==> src/rtl/turf_fragment_rx.sv <==
// turf_fragment_rx: strips fragment tags and rejoins UDP fragments into one event stream plus one {address, length} control word
// Optional macro TURF_FRAGMENT_RX_CHECK_EN enables full tag constant, sequence and consistency checking.
module turf_fragment_rx (
  input  logic        aclk,
  input  logic        aresetn,
  input  logic [15:0] s_hdr_tdata,
  input  logic        s_hdr_tvalid,
  output logic        s_hdr_tready,
  input  logic [63:0] s_payload_tdata,
  input  logic [7:0]  s_payload_tkeep,
  input  logic        s_payload_tlast,
  input  logic        s_payload_tvalid,
  output logic        s_payload_tready,
  output logic [63:0] m_data_tdata,
  output logic [7:0]  m_data_tkeep,
  output logic        m_data_tlast,
  output logic        m_data_tuser,
  output logic        m_data_tvalid,
  input  logic        m_data_tready,
  output logic [31:0] m_ctrl_tdata,
  output logic        m_ctrl_tuser,
  output logic        m_ctrl_tvalid,
  input  logic        m_ctrl_tready,
  output logic [15:0] err_count_o
);
  typedef enum logic [2:0] {IDLE, TAG, STREAM, FLUSH, CTRL, DROP} state_t;
  state_t state, state_d;
  logic [15:0] frag_bytes, frag_beats, beat_cnt;
  logic [9:0] expect_num, num;
  logic [11:0] addr;
  logic [19:0] len, remaining;
  logic err_flag, drop_pend, drop_d, err_inc, num0, fits, tag_ok, last_beat, fin;
  assign num = s_payload_tdata[41:32];
  assign num0 = num == 10'd0;
  assign fits = {4'd0, frag_bytes} <= (num0 ? s_payload_tdata[19:0] : remaining);
  assign last_beat = beat_cnt + 16'd1 == frag_beats;
  assign fin = remaining == {4'd0, frag_bytes};
`ifdef TURF_FRAGMENT_RX_CHECK_EN
  localparam logic CHK = 1'b1;
  assign tag_ok = s_payload_tdata[63:42] == {16'hDA7A, 6'h00} && num == expect_num &&
    (num0 ? s_payload_tdata[19:0] != 20'd0 : s_payload_tdata[31:20] == addr && s_payload_tdata[19:0] == len) &&
    fits && !s_payload_tlast;
`else
  localparam logic CHK = 1'b0;
  assign tag_ok = num0 == (expect_num == 10'd0) && (!num0 || s_payload_tdata[19:0] != 20'd0) &&
    fits && !s_payload_tlast;
`endif
  assign m_ctrl_tdata = {addr, len};
  assign m_ctrl_tuser = err_flag;
  always_comb begin
    state_d = state;
    err_inc = 1'b0;
    drop_d = drop_pend;
    s_hdr_tready = state == IDLE;
    s_payload_tready = state == TAG || state == DROP || (state == STREAM && m_data_tready);
    m_data_tvalid = state == FLUSH || (state == STREAM && s_payload_tvalid);
    m_data_tdata = state == FLUSH ? 64'd0 : s_payload_tdata;
    m_data_tkeep = state == FLUSH ? 8'd0 : s_payload_tkeep;
    m_data_tlast = state == FLUSH || (state == STREAM && s_payload_tlast && last_beat && fin);
    m_data_tuser = state == FLUSH;
    m_ctrl_tvalid = state == CTRL;
    case (state)
      IDLE: if (s_hdr_tvalid) begin
        state_d = s_hdr_tdata < 16'd9 ? DROP : TAG;
        err_inc = CHK && s_hdr_tdata < 16'd9;
      end
      TAG: if (s_payload_tvalid) begin
        state_d = tag_ok ? STREAM : expect_num != 10'd0 ? FLUSH : s_payload_tlast ? IDLE : DROP;
        err_inc = CHK && !tag_ok;
        drop_d = !s_payload_tlast;
      end
      STREAM: if (s_payload_tvalid && m_data_tready && (s_payload_tlast || last_beat)) begin
        state_d = !(s_payload_tlast && last_beat) ? FLUSH : fin ? CTRL : IDLE;
        err_inc = !(s_payload_tlast && last_beat);
        drop_d = !s_payload_tlast;
      end
      FLUSH: if (m_data_tready) state_d = CTRL;
      CTRL: if (m_ctrl_tready) state_d = drop_pend ? DROP : IDLE;
      DROP: if (s_payload_tvalid && s_payload_tlast) state_d = IDLE;
      default: state_d = IDLE;
    endcase
  end
  always_ff @(posedge aclk) begin
    if (!aresetn) begin
      state <= IDLE;
      expect_num <= 10'd0;
      err_count_o <= 16'd0;
      err_flag <= 1'b0;
      drop_pend <= 1'b0;
    end else begin
      state <= state_d;
      drop_pend <= drop_d;
      if (err_inc && err_count_o != 16'hFFFF) err_count_o <= err_count_o + 16'd1;
      if (state == FLUSH) err_flag <= 1'b1;
      if (state == CTRL && m_ctrl_tready) begin
        expect_num <= 10'd0;
        err_flag <= 1'b0;
      end
      if (state == IDLE && s_hdr_tvalid) begin
        frag_bytes <= s_hdr_tdata - 16'd8;
        frag_beats <= (s_hdr_tdata - 16'd1) >> 3;
      end
      if (state == TAG && s_payload_tvalid && tag_ok) begin
        expect_num <= expect_num + 10'd1;
        beat_cnt <= 16'd0;
        if (num0) begin
          addr <= s_payload_tdata[31:20];
          len <= s_payload_tdata[19:0];
          remaining <= s_payload_tdata[19:0];
        end
      end
      if (state == STREAM && s_payload_tvalid && m_data_tready) begin
        beat_cnt <= beat_cnt + 16'd1;
        if (s_payload_tlast && last_beat) remaining <= remaining - {4'd0, frag_bytes};
      end
    end
  end
endmodule
==> config.mk <==
export PLATFORM = sky130hd
export DESIGN_NAME = turf_fragment_rx
export DESIGN_NICKNAME = d
export VERILOG_FILES = /design/src/rtl/turf_fragment_rx.sv
export SDC_FILE = /design/constraint.sdc
export NUM_CORES = 1
export LEC_CHECK = 0
export BUFFER_PORTS_ARGS = -buffer_cell sky130_fd_sc_hd__buf_4
export CAP_MARGIN = 10
export CORE_MARGIN = 10
export CORE_UTILIZATION = 25
export DETAILED_ROUTE_END_ITERATION = 6
export PLACE_DENSITY = 0.5
export SLEW_MARGIN = 20
export SYNTH_ARGS = -nofsm -noshare
export SYNTH_HDL_FRONTEND = slang
export SYNTH_SLANG_ARGS = --single-unit
==> constraint.sdc <==
create_clock -name aclk -period 8 [get_ports aclk]
set_clock_uncertainty 0.2 [all_clocks]
set_input_delay 2 -clock aclk [delete_from_list [all_inputs] [get_ports aclk]]
set_output_delay 2 -clock aclk [all_outputs]
set_load 0.05 [all_outputs]
==> summary.md <==
| Metric | Value |
|---|---|
| CTS buffer count | 17 |
| Family with the most delay on the worst path | simple AND/OR/NAND/NOR gates |
| TritonCTS clock tree | built |
| Die ar. | 0.04050 mm^2 |
| Vias | 7086 |
| Synth top area share | 35.47% |
| Die width | 201.3 um |
| Fmax achieved | 170.4 MHz |
| P_sw | 524.6 uW |
| Starting Density | 25.31% |
| Syn nets | 999 |
| Clock Latency Late Sink | 0.43 ns |
| Async set or reset register ratio after synthesis | 0% |
| Status | completed |
| Post-route ant nets | 0 |
| Number of synthesized flops with an enable pin | 97 |
| HPWL Detailed | 20440 um |
| Number of global-route vias before repair | 6996 |
| Largest cells by area after synthesis | edfxtp_1 (35%), dfxtp_1 (7.6%), and2_1 (6.2%), ha_1 (5.6%), xnor2_1 (4.3%) |
| Die Span Y | 201.3 um |
| Power share of the combinational group | 17.1% |
| Max cap viols | 0 |
| CTS Root Cell | clkbuf_16 |
| Final setup violation count | 0 |
| Grt total ovfl | 0 |
| Port bufs | 221 |
| Post-cts sizing count | 0 |
| Worst-path maximum fanout | 30 |
| Setup bufs post-CTS | 0 |
| Crit. End Element | register |
| Post-synth top flop | edfxtp_1 |
| Worst-Margin Slew | 0.8863 ns |
| Ports | 222 |
| Global-route wire length before repair | 40950 um |
| Num rows | 66 |
| Longest Clk Path Bufs | 2 |
| GRT Overall Usage | 12.74% |
| Sum of buffers and inverters on the critical path | 2 |
| Detailed Route Iter0 Violations | 315 |
| H-tree depth | 4 |
| PD cells | 165.8 mW/mm^2 |
| Final period utilization | 73.36% |
| Cell taking the most area after synthesis | edfxtp_1 |
| Setup tns final | 0 ns |
| Hold path depth | 2 |
| Startpoint types | input port |
| Post-synthesis register bit count | 128 |
| Routed wire per std cell | 17.48 um |
| Most common cell after layout, fill and taps aside | buf_4 |
| Worst slew margin | 39.22% |
| Synthesized area | 0.008213 mm^2 |
| Int Pwr | 1.282 mW |
| Sw frac | 29.03% |
| Layout area overhead | 32.72% |
| Worst-case reg-to-reg path depth | 9 |
| Hold Path Class | register to register |
| DRC viols | 0 |
| Most common cell type on the critical path | buf_4 |
| # clock sinks | 128 |
| Setup CP Type | input port to register |
| Clock slew at reported path FFs | 0.06 ns |
| Clock share of power | 41.5% |
| Core outline area | 0.03245 mm^2 |
| Final hold violation count | 0 |
| Initial antenna violation count | 0 |
| P_leak | 4.316 nW |
| Worst Path Required | 7.86 ns |
| Synthesized area per cell | 9.484 um^2 |
| Crit path cell chain | buf_4 > nor4_1 > and3_1 > mux2i_1 > ha_1 > nand4_1 > or4_1 > o211ai_1 > a31oi_1 > nor3b_2 > buf_4 > o21a_1 |
| Detailed Route WL | 26710 um |
| DR vias/cell | 4.637 |
| RSZ-0062 raised after global routing | false |
| Sequential-to-total area share from yosys stat | 43.02% |
| Largest net degree at the start of global routing | 75 |
| CP Data Arrival Time | 5.73 ns |
| DP Cell Count | 1496 |
| # diodes | 0 |
| GPL Wtd Cong | 0.8316 |
| Final #Nets | 1206 |
| Library cells used by synthesis | 62 |
| Synth Warn # | 0 |
| Layout cells sized above 1 | 25.23% |
| DRT Pass-1 Iters | 5 |
| Reg power frac | 41.4% |
| Most frequent cells in the layout | buf_4 (227), edfxtp_1 (97), nand2_1 (84), and2_1 (81), nor2_1 (51) |
| Slew Viols, Final | 0 |
| Critical Path Max Stage Delay | 0.64 ns |
| Crit path time final | 5.869 ns |
| Critical Path Slowest Stage Cell | o21a_1 |
| Count of hold-fix buffers inserted at cts | 0 |
| Fin util | 33.59% |
| Synth Instances | 866 |
| Fin cells | 1528 |
| CP Depth | 12 |
| Worst vdd ir | 0.1243 mV |
power by group through the flow:
stage	sequential [mW]	clock [mW]	combinational (mW)
2_1_floorplan	0.752	0	0.195
3_3_place_gp	0.761	0	0.310
3_5_place_dp	0.761	0	0.310
4_1_cts	0.747	0.771	0.312
5_1_grt	0.749	0.798	0.335
6_report	0.747	0.751	0.309
tightest hold or removal path, cell delays in order (launching register included):
cell and delay (ns):
dfxtp_1 0.33, nor2_1 0.05, nor2_1 0.07
area by class of cell:
type                            count  area [um^2]
Timing Repair Buffer              227         1704
Clock buffer                       18        429.2
Fill cell                        3348        21550
Inverter                           36        135.1
Multi-Input combinational cell    663         4413
Clock inverter                     14        132.6
Sequential cell                   128         3533
Tap cell                          442        553.0
sequential cells by signal, summed over array words and instances (netlist names), 3 cells and up:
| signal | cells |
|---|---|
| beat_cnt | 16 |
| remaining | 20 |
| expect_num | 10 |
| state | 3 |
| addr | 12 |
| frag_bytes | 16 |
| len | 20 |
| err_count_o | 16 |
| frag_beats | 13 |
cells in the mapped netlist, types with 24 or more instances:
cell type	n
mux2i_1	24
o21ai_0	45
o211ai_1	31
inv_1	36
edfxtp_1	97
and2_1	81
xnor2_1	40
nor2_1	51
nand2_1	85
clkbuf_1	36
ha_1	37
xor2_1	24
nand3_1	28
dfxtp_1	31
per-stage QoR:
step / setup WS (ns) / total power [mW] / hold slack, ns / area (um^2)
2_1_floorplan: 1.484 / 0.9470 / 0.2514 / 8213
3_3_place_gp: 1.657 / 1.071 / 0.2581 / 10320
3_5_place_dp: 1.577 / 1.071 / 0.2745 / 10330
4_1_cts: 2.034 / 1.830 / 0.2866 / 10890
5_1_grt: 1.708 / 1.882 / 0.3258 / 10900
6_report: 2.131 / 1.807 / 0.2774 / 10900
layer usage:
layer  part of all wire [%]  wire [um]  GRT usage, %  vias up
met5                      0          0             0        -
met4                    1.3        350         3.597        0
met3                    6.0       1603         3.711       21
met2                     48      12720         20.89      175
met1                     45      12030         15.94     3336
li1                       -          -             -     3554
cell families after synthesis:
kind of cell / Yosys count / synth area share [%]
DFF: 128 / 43.02
buffers and inverters: 75 / 3.550
muxes: 26 / 3.199
adders and majority gates: 38 / 5.881
xor gates and xnor gates: 64 / 6.825
and+or+nand+nor: 371 / 24.18
AOI/OAI and AO/OA: 164 / 13.35
path summary, 6_finish.rpt:
check,from,slack [ns],endpoint
hold reg to reg,m_ctrl_tuser,0.28,m_ctrl_tuser
setup reg to reg,beat_cnt[0],3.83,remaining[15]
setup / recovery,s_payload_tdata[32],2.13,beat_cnt[7]
hold / removal,m_ctrl_tuser,0.28,m_ctrl_tuser
Note: power is estimated with default switching activity, not from simulation.
